<file path="config.mk">
export PLATFORM = sky130hd
export DESIGN_NAME = pipe_ctrl
export DESIGN_NICKNAME = d
export VERILOG_FILES = /design/src/rtl/pipe_ctrl.sv
export SDC_FILE = /design/constraint.sdc
export NUM_CORES = 1
export LEC_CHECK = 0
export CORE_MARGIN = 10
export CORE_UTILIZATION = 41
export CTS_CLUSTER_DIAMETER = 100
export DETAILED_ROUTE_END_ITERATION = 10
export GPL_TIMING_DRIVEN = 0
export PLACE_DENSITY = 0.78
export SLEW_MARGIN = 20
export SYNTH_ARGS = -nofsm -noshare
export SYNTH_HDL_FRONTEND = slang
export SYNTH_SLANG_ARGS = --single-unit
</file>
<file path="constraint.sdc">
create_clock -name clk -period 2.59 [get_ports clk]
set_input_delay 0.6475 -clock clk [delete_from_list [all_inputs] [get_ports clk]]
set_output_delay 0.6475 -clock clk [all_outputs]
set_load 0.02 [all_outputs]
</file>
<file path="src/rtl/pipe_ctrl.sv">
// ---------------------------------------------------------------------------
// pipe_ctrl
//
// Central stall/flush sequencer for the 5-stage pipeline. It drives the load
// enables and NOP-insert controls of the PC, IF/ID, ID/EX, EX/MEM and MEM/WB
// registers. It resolves load-use hazards, taken-branch squashes, multi-cycle
// instruction/data memory waits and halt. A watchdog raises a sticky error
// when a memory wait never completes.
//
// Optional feature macro: PIPE_CTRL_PERF_EN
//   When defined, perf_stall and perf_flush are saturating event counters.
//   When undefined, both outputs are tied to zero and no counter logic exists.
//
// Ports:
//   clk, rst                  clock, synchronous active-high reset
//   id_rs, id_rt              source registers of the instruction in ID
//   id_uses_rs, id_uses_rt    ID instruction really reads rs / rt
//   ex_rd                     destination register of the instruction in EX
//   ex_memread, ex_regwrite   EX instruction is a load / writes the reg file
//   br_taken                  branch/jump resolved taken in EX
//   imem_stall, imem_done     instruction memory busy / data valid
//   dmem_stall, dmem_done     data memory busy / data valid
//   halt_wb                   HALT instruction in WB
//   pc_en                     PC load enable
//   ifid_en, ifid_flush       IF/ID enable / NOP insert
//   idex_en, idex_flush       ID/EX enable / NOP insert
//   exmem_en                  EX/MEM enable
//   memwb_flush               NOP insert into MEM/WB
//   halted                    pipeline halted
//   err                       sticky memory-wait watchdog error
//   perf_stall, perf_flush    performance counters
// ---------------------------------------------------------------------------
module pipe_ctrl #(
  parameter int REG_W    = 3,
  parameter int CNT_W    = 16,
  parameter int MAX_WAIT = 64
) (
  input  logic             clk,
  input  logic             rst,
  input  logic [REG_W-1:0] id_rs,
  input  logic [REG_W-1:0] id_rt,
  input  logic             id_uses_rs,
  input  logic             id_uses_rt,
  input  logic [REG_W-1:0] ex_rd,
  input  logic             ex_memread,
  input  logic             ex_regwrite,
  input  logic             br_taken,
  input  logic             imem_stall,
  input  logic             imem_done,
  input  logic             dmem_stall,
  input  logic             dmem_done,
  input  logic             halt_wb,
  output logic             pc_en,
  output logic             ifid_en,
  output logic             ifid_flush,
  output logic             idex_en,
  output logic             idex_flush,
  output logic             exmem_en,
  output logic             memwb_flush,
  output logic             halted,
  output logic             err,
  output logic [CNT_W-1:0] perf_stall,
  output logic [CNT_W-1:0] perf_flush
);

  typedef enum logic [1:0] {RUN, DWAIT, IWAIT, HALT} state_t;

  localparam logic [CNT_W-1:0] MaxCnt = CNT_W'(MAX_WAIT);

  state_t           state_q, state_d;
  logic [CNT_W-1:0] wait_cnt_q, wait_cnt_d;
  logic             err_q, err_d;
  logic             lduse;
  logic             waiting_q, waiting_d;

  // A load in EX whose result is needed by the instruction in ID.
  assign lduse = ex_memread & ex_regwrite &
                 ((id_uses_rs & (id_rs == ex_rd)) | (id_uses_rt & (id_rt == ex_rd)));

  // Next-state and output decode. Outputs start at the free-running pipe
  // values and each event only overrides what it has to; within a state the
  // if/else chain encodes the event priority.
  always_comb begin
    state_d     = state_q;
    pc_en       = 1'b1;
    ifid_en     = 1'b1;
    ifid_flush  = 1'b0;
    idex_en     = 1'b1;
    idex_flush  = 1'b0;
    exmem_en    = 1'b1;
    memwb_flush = 1'b0;
    case (state_q)
      RUN: begin
        if (halt_wb) begin
          pc_en    = 1'b0;
          ifid_en  = 1'b0;
          idex_en  = 1'b0;
          exmem_en = 1'b0;
          state_d  = HALT;
        end else if (dmem_stall) begin
          pc_en       = 1'b0;
          ifid_en     = 1'b0;
          idex_en     = 1'b0;
          exmem_en    = 1'b0;
          memwb_flush = 1'b1;
          state_d     = DWAIT;
        end else if (br_taken) begin
          ifid_flush = 1'b1;
          idex_flush = 1'b1;
        end else if (lduse) begin
          pc_en      = 1'b0;
          ifid_en    = 1'b0;
          idex_flush = 1'b1;
        end else if (imem_stall) begin
          pc_en      = 1'b0;
          ifid_flush = 1'b1;
          state_d    = IWAIT;
        end
      end
      DWAIT: begin
        // Whole pipe frozen; only completion of the data access matters.
        if (dmem_done) begin
          state_d = RUN;
        end else begin
          pc_en       = 1'b0;
          ifid_en     = 1'b0;
          idex_en     = 1'b0;
          exmem_en    = 1'b0;
          memwb_flush = 1'b1;
        end
      end
      IWAIT: begin
        if (halt_wb) begin
          pc_en    = 1'b0;
          ifid_en  = 1'b0;
          idex_en  = 1'b0;
          exmem_en = 1'b0;
          state_d  = HALT;
        end else if (dmem_stall) begin
          pc_en       = 1'b0;
          ifid_en     = 1'b0;
          idex_en     = 1'b0;
          exmem_en    = 1'b0;
          memwb_flush = 1'b1;
          state_d     = DWAIT;
        end else if (br_taken) begin
          // Pending fetch is abandoned; PC loads the branch target.
          ifid_flush = 1'b1;
          idex_flush = 1'b1;
          state_d    = RUN;
        end else if (imem_done) begin
          state_d = RUN;
        end else begin
          // Fetch still outstanding: bubbles into ID, back end keeps going,
          // and a load-use hazard additionally holds ID and bubbles EX.
          pc_en      = 1'b0;
          ifid_flush = 1'b1;
          if (lduse) begin
            ifid_en    = 1'b0;
            idex_flush = 1'b1;
          end
        end
      end
      HALT: begin
        pc_en    = 1'b0;
        ifid_en  = 1'b0;
        idex_en  = 1'b0;
        exmem_en = 1'b0;
      end
      default: state_d = RUN;
    endcase
  end

  assign halted = (state_q == HALT);
  assign err    = err_q;

  // Watchdog: the count restarts whenever a wait state is entered (including
  // IWAIT -> DWAIT) and saturates at the limit; err latches at the edge where
  // the count reaches the limit.
  assign waiting_q = (state_q == DWAIT) || (state_q == IWAIT);
  assign waiting_d = (state_d == DWAIT) || (state_d == IWAIT);

  always_comb begin
    wait_cnt_d = wait_cnt_q;
    if (waiting_d && (state_d != state_q)) begin
      wait_cnt_d = '0;
    end else if (waiting_q && (wait_cnt_q != MaxCnt)) begin
      wait_cnt_d = wait_cnt_q + 1'b1;
    end
    err_d = err_q | (waiting_q && (wait_cnt_d == MaxCnt));
  end

  // State, watchdog count and sticky error registers.
  always_ff @(posedge clk) begin
    if (rst) begin
      state_q    <= RUN;
      wait_cnt_q <= '0;
      err_q      <= 1'b0;
    end else begin
      state_q    <= state_d;
      wait_cnt_q <= wait_cnt_d;
      err_q      <= err_d;
    end
  end

`ifdef PIPE_CTRL_PERF_EN
  logic [CNT_W-1:0] perf_stall_q, perf_flush_q;
  logic             stallEvt, flushEvt;

  // A stall cycle is any cycle the PC is held outside of HALT; a flush event
  // is a taken branch that actually wins priority and squashes IF/ID and ID/EX.
  assign stallEvt = ~pc_en & (state_q != HALT);
  assign flushEvt = br_taken & ~halt_wb & ~dmem_stall &
                    ((state_q == RUN) || (state_q == IWAIT));

  // Saturating performance counters.
  always_ff @(posedge clk) begin
    if (rst) begin
      perf_stall_q <= '0;
      perf_flush_q <= '0;
    end else begin
      if (stallEvt && (perf_stall_q != '1)) perf_stall_q <= perf_stall_q + 1'b1;
      if (flushEvt && (perf_flush_q != '1)) perf_flush_q <= perf_flush_q + 1'b1;
    end
  end

  assign perf_stall = perf_stall_q;
  assign perf_flush = perf_flush_q;
`else
  assign perf_stall = '0;
  assign perf_flush = '0;
`endif

endmodule

</file>
==> results of run 1 <==
-- Yosys cell counts, types with 3 or more instances --
cell type | n | share of area (%)
o21ai_0 | 4 | 1.2
clkbuf_1 | 4 | 0.86
xnor2_1 | 14 | 7.1
and3_1 | 3 | 1.1
nand4_1 | 4 | 1.4
xor2_1 | 11 | 5.5
a211oi_1 | 3 | 1.3
nor2b_1 | 4 | 1.4
nand2_1 | 15 | 3.2
nor2_1 | 19 | 4.1
ha_1 | 6 | 4.3
inv_1 | 8 | 1.7
nor3_1 | 21 | 6.0
dfxtp_1 | 19 | 22
nor4_1 | 4 | 1.4
buf_4 | 33 | 14
nand3_1 | 11 | 3.2
a21oi_1 | 4 | 1.2
-- path summary, 6_finish.rpt --
kind	startpoint	endpoint	slack, ns	cells past startpoint
min reg2reg	err	err	0.47	2
min	err	err	0.47	2
max	state_q[0]	err	-0.02	10
max reg2reg	state_q[0]	err	-0.02	10
-- final cells by class --
type                       instances  area, sq um
buffer                            40          284
clock buffer                       3         41.3
clock inverter                     1         5.00
fill                             337         1490
inverter                           8         33.8
multi-input combinational        189         1410
sequential                        19          388
tap                               50         62.6
timing repair buffer              43          348
-- sequential cells by signal, indices dropped and copies added (netlist names) --
name,cells
state_q,2
wait_cnt_q,16
err,1
-- per-stage QoR --
step	cell area [sq um]	instances
after floorplan	1860	256
after global placement	2200	334
after detailed placement	2200	334
after CTS	2330	343
after global routing	2570	353
final	2570	353
-- cells by family (layout without fill, tap and decap cells) --
| group | count (synthesis) | after routing |
|---|---|---|
| simple gates | 93 | 93 |
| other cells | 1 | 32 |
| flops | 19 | 19 |
| compound gates | 31 | 31 |
| xor+xnor | 25 | 25 |
| mux | 2 | 2 |
| buf+inv | 48 | 95 |
| fa+ha+maj | 6 | 6 |
-- power by group through the flow --
| stage | clock (mW) | sequential [mW] | combinational (mW) |
|---|---|---|---|
| global placement | 0 | 0.343 | 0.567 |
| detailed placement | 0 | 0.343 | 0.585 |
| finish | 0.210 | 0.335 | 0.835 |
| floorplan | 0 | 0.336 | 0.423 |
| global route | 0.228 | 0.338 | 0.899 |
| CTS | 0.214 | 0.340 | 0.671 |
-- layer usage --
metal  wire length, um  track usage [%]  vias up
li1                  -                -      890
met1              1940             13.0      783
met2              2530             20.9       45
met3               284             4.02        8
met4                45             1.65        0
met5                 0                0        -
-- worst reg2reg max path: cells and delay by family, from the launching register on --
family,cells,cell delay [ns]
compound gates,5,1.15
fa+ha+maj,1,0.20
buf+inv,3,0.55
flops,1,0.39
simple gates,1,0.23
-- repair_timing --
item / in CTS / in global routing
gates cloned: 1 / 0
setup endpoints to repair: 24 / 23
buffers inserted: 4 / 10
gates resized for setup: 88 / 40
pin swaps: 19 / 29
==> reports/results.ini, run 1 <==
[outcome]
status = complete, but fails checks
violations = negative setup slack

[timing]
fmax_ghz = 0.383
rsz0062_at_grt = true
finalMaxSlewViolations = 0
worstMarginPinSlew_ns = 0.703
fin_tns_setup_ns = -0.0798
slew_headroom_pct = 53.2
hold_viol = 0
min_period_ns = 2.61
period_share_pct = 101
setup_viol = 8
clock-skew-final_ns = 0.00336
whs_ns = 0.468
setup_ws_ns = -0.0198

[synth]
synth_top_family_by_area = simple AND/OR/NAND/NOR gates
ys_ff_latch = 19
synth.area.mux_share_pct = 1.15
synthAdderAreaFrac_pct = 4.32
syn_area_sq_um = 1740
synthSimpleGateAreaFrac_pct = 27.5
synth_xor_area_share_pct = 12.6
synth_edf_count = 0
syn_avg_cell_area_sq_um = 7.72
synthArstFlopShare_pct = 0
ys.flop_type = dfxtp_1
ys_warn_count = 0
synth.distinct_cells = 45
ys_seq_area_share_pct = 21.9
synth_compound_area_share_pct = 14.3
netlist_instances = 225

[power]
p_total_mw = 1.38
switchingPower_mw = 0.582
p_comb_share_pct = 60.5
seqPwrFrac_pct = 24.3
sw_frac_of_total_pct = 42.2
p_per_area_nw_per_um2 = 537
intPower_mw = 0.798
max-vdd-ir-drop_mv = 0.285
pwr-share-clk_pct = 15.2
leakagePower_nw = 1.11

[routing]
first_pass_iters = 4
drcViolationCount = 0
antenna_left = 0
via_per_inst = 4.89
wl_um = 4800
drtIter0Drc = 132
num_vias = 1726
wl_per_cell_um = 13.6

[cts]
cts_made_buffers = 3
tritoncts = built
cts_hold_buf = 0
htreeDepth = 1
cts.sinks = 19
cts_max_path_buffers = 2
path_clk_slew_ns = 0.07
cts-root-buf = clkbuf_8
clk_latency_ns = 0.26

[final_layout]
final_util_pct = 63.3
drive_gt1_share_pct = 37.3
nets = 331
layout_commonest_cell = buf_4
final_cell_mix = buf_4 (46), conb_1 (32), nor2_1 (17), dfxtp_1 (17), nand2_1 (14)
n_antenna_cell = 0
area_delta_synth_final_pct = 47.9

[placement]
gp_congestion = 0.857
preCtsSetupSlack_ns = -0.876
io_buffer_count = 28
dpl.hpwl_um = 3430

[floorplanning]
core-area_sq_um = 4060
die_area_sq_um = 7240
chipHeight_um = 85.1
num_rows = 23
die-width_um = 85.1
initial_core_util_pct = 42.8
num_io_pins = 62

[global_routing]
overflow = 0
antenna_found_initial = 0
grt_pass1_wl_um = 7290
grt_max_degree = 12
grt_pass1_vias = 1620
grt_usage_pct = 11.6

[critical_path]
startpoint_type = flip-flop
critical-path-max-stage-delay_ns = 0.40
end_kind = flip-flop
crit_required_ns = 2.75
crit_buf_inv = 3
worstPathArrival_ns = 2.77
crit_fanout = 7
path_class = reg2reg
crit_slowest_cell = a2111oi_4
crit_path_cell_trace = clkinvlp_4, ha_4, and4bb_1, a2111oi_4, buf_4, a21o_1, o221ai_2, a221oi_4, buf_6, o31ai_1
cp_top_family = compound AO/OA/AOI/OAI gates

[flow_run]
max_cap_violations = 0

[hold_path]
hold_path.class = reg2reg

Power figures use the tool's default switching activity.
==> run 2, diff against run 1 <==
--- a/config.mk
+++ b/config.mk
@@ -11,4 +11,5 @@
 export DETAILED_ROUTE_END_ITERATION = 10
 export GPL_TIMING_DRIVEN = 0
+export HOLD_SLACK_MARGIN = 0.06
 export PLACE_DENSITY = 0.78
 export SLEW_MARGIN = 20
==> constraint.sdc (replaced) <==
create_clock -name clk -period 2.59 [get_ports clk]
set_input_delay 0.6475 -clock clk [delete_from_list [all_inputs] [get_ports clk]]
set_output_delay 0.6475 -clock clk [all_outputs]
set_load 0.05 [all_outputs]
==> reports/results.ini, run 2 (synthesis gave the netlist of run 1 again) <==
[outcome]
status = complete, no violations

[power]
p_per_area_nw_per_um2 = 574  ; +6.8%
leakagePower_nw = 1.12  ; +0.76%
p_total_mw = 1.50  ; +8.4%
max-vdd-ir-drop_mv = 0.351  ; +23%

[routing]
met3_wirelength_um = 457  ; +61%
met2_length_um = 2840  ; +12%
via_per_inst = 5.06  ; +3.6%
met1Wirelength_um = 1910  ; -1.9%
num_vias = 1808  ; +4.8%
wl_um = 5330  ; +11%
drtIter0Drc = 102  ; -23%
drcViolationCount = 0  ; unchanged
first_pass_iters = 5  ; +1
wl_per_cell_um = 14.9  ; +9.9%
antenna_left = 0  ; unchanged
top_layer = met4

[global_routing]
grt_pass1_vias = 1597  ; -1.4%
antenna_found_initial = 0  ; unchanged
grt_usage_pct = 12.2  ; +0.65 points
grt_pass1_wl_um = 7620  ; +4.4%
overflow = 0  ; unchanged
grt_max_degree = 12  ; unchanged

[timing]
setup_viol = 0  ; -8
period_share_pct = 98.2  ; -2.6 points
clock-skew-final_ns = 0.00492  ; +0.00155 ns
fmax_ghz = 0.393  ; +2.6%
worstMarginPinSlew_ns = 0.635  ; -0.0671 ns
slew_headroom_pct = 57.6  ; +4.5 points
fin_tns_setup_ns = 0  ; +0.0798 ns
hold_viol = 0  ; unchanged
finalMaxSlewViolations = 0  ; unchanged
rsz0062_at_grt = true
min_period_ns = 2.54  ; -0.0672 ns

[floorplanning]
initial_core_util_pct = 42.8  ; unchanged
num_io_pins = 62  ; unchanged
core-area_sq_um = 4060  ; unchanged
die-width_um = 85.1  ; unchanged
num_rows = 23  ; unchanged
die_area_sq_um = 7240  ; unchanged
chipHeight_um = 85.1  ; unchanged

[critical_path]
crit_path_cell_trace = inv_1, ha_2, nor2b_2, o21ai_2, o41ai_4, and4bb_2, or3_4, a221oi_4, buf_6, nor3_1
r2r-start = state_q[1]
crit_buf_inv = 2  ; -1
crit_required_ns = 2.72  ; -0.03 ns
worstPathArrival_ns = 2.67  ; -0.10 ns
critical-path-max-stage-delay_ns = 0.39  ; about the same
startpoint_type = flip-flop
crit_slowest_cell = dfxtp_4
reg2reg_slack_ns = 0.05  ; +0.07 ns
cp_top_family = simple AND/OR/NAND/NOR gates
crit_fanout = 5  ; -2
path_class = reg2reg
end_kind = flip-flop
critPathLaunch = state_q[1]

[final_layout]
top_register = wait_cnt_q
layout_commonest_cell = buf_4
final_cells = 357  ; +1.1%
n_antenna_cell = 0  ; unchanged
num-fill-cells = 360  ; +6.8%
drive_gt1_share_pct = 37.8  ; +0.49 points
final_cell_mix = buf_4 (50), conb_1 (32), dfxtp_1 (17)
nets = 335  ; +1.2%
final_util_pct = 64.2  ; +0.89 points
largest_register_ffs = 16  ; unchanged
area_delta_synth_final_pct = 50.0
fin_area_sq_um = 2610  ; +1.4%

[cts]
cts.sinks = 19  ; unchanged
tritoncts = built
cts_made_buffers = 3  ; unchanged
cts-root-buf = clkbuf_8
clk_latency_ns = 0.27  ; about the same
htreeDepth = 1  ; unchanged
path_clk_slew_ns = 0.07  ; about the same
cts_max_path_buffers = 2  ; unchanged
cts_hold_buf = 0  ; unchanged

[placement]
dpl.hpwl_um = 3370  ; -1.6%
dp.cells = 334  ; unchanged
gp_congestion = 0.921  ; +7.5%
io_buffer_count = 28  ; unchanged
placed_area_sq_um = 2240  ; +2.0%

[hold_path]
min-delay-start = err
hold_path.class = reg2reg

[flow_run]
max_cap_violations = 0  ; unchanged

==> run 2: routing by layer <==
layer / vias up / GRT usage (%)
li1: 896 / -
met2: 75 / 22.1
met1: 820 / 13.1
met5: - / 0
met3: 17 / 4.59
met4: 0 / 2.54
==> run 2: where the power goes <==
part	leakage [nW]	internal [mW]	switching, mW
Combinational	0.940	0.387	0.558
Sequential	0.155	0.311	0.0259
Clock	0.0255	0.107	0.106
Total	1.12	0.805	0.690
==> run 2: stage by stage <==
step | setup slack [ns] | hold slack (ns)
global placement | -0.996 | 0.462
global route | -0.160 | 0.534
finish | 0.0475 | 0.517
floorplan | 0.0390 | 0.551
detailed placement | -1.00 | 0.472
CTS | 0.00504 | 0.490
==> run 2: area by class of cell <==
class / count / area (sq um) / area share (%)
multi-input cells: 189 / 1390 / 53.2
well taps: 50 / 62.6 / 2.40
clock inverters: 1 / 5.00 / 0.192
inverters: 8 / 33.8 / 1.30
plain buffers: 40 / 284 / 10.9
repair buffers: 47 / 405 / 15.6
flip-flops and latches: 19 / 388 / 14.9
clock buffers: 3 / 41.3 / 1.58
==> run 2: worst min-delay path, delay by kind of cell, from the launching register on <==
kind,cells,cell delay [ns]
AO/OA/AOI/OAI,1,0.07
flip-flops,1,0.32
AND/OR/NAND/NOR,1,0.08
==> run 2: timing repair <==
action	4_1_cts	5_1_grt
setup buffers	12	6
endpoints found under the setup margin	24	24
gates resized for setup	97	38
hold endpoints to repair	0	0
gates cloned	1	0
pin swaps	23	13
==> run 2: path summary, 6_finish.rpt <==
check,depth (start not counted),endpoint
setup / recovery,10,wait_cnt_q[0]
hold / removal,2,err
setup reg to reg,10,wait_cnt_q[0]
hold reg to reg,2,err
==> run 3, diff against run 2 <==
CTS_CLUSTER_SIZE = 8   (was unset)
==> results of run 3 <==
Final layout, timing and power as in run 2 (identical DEF).
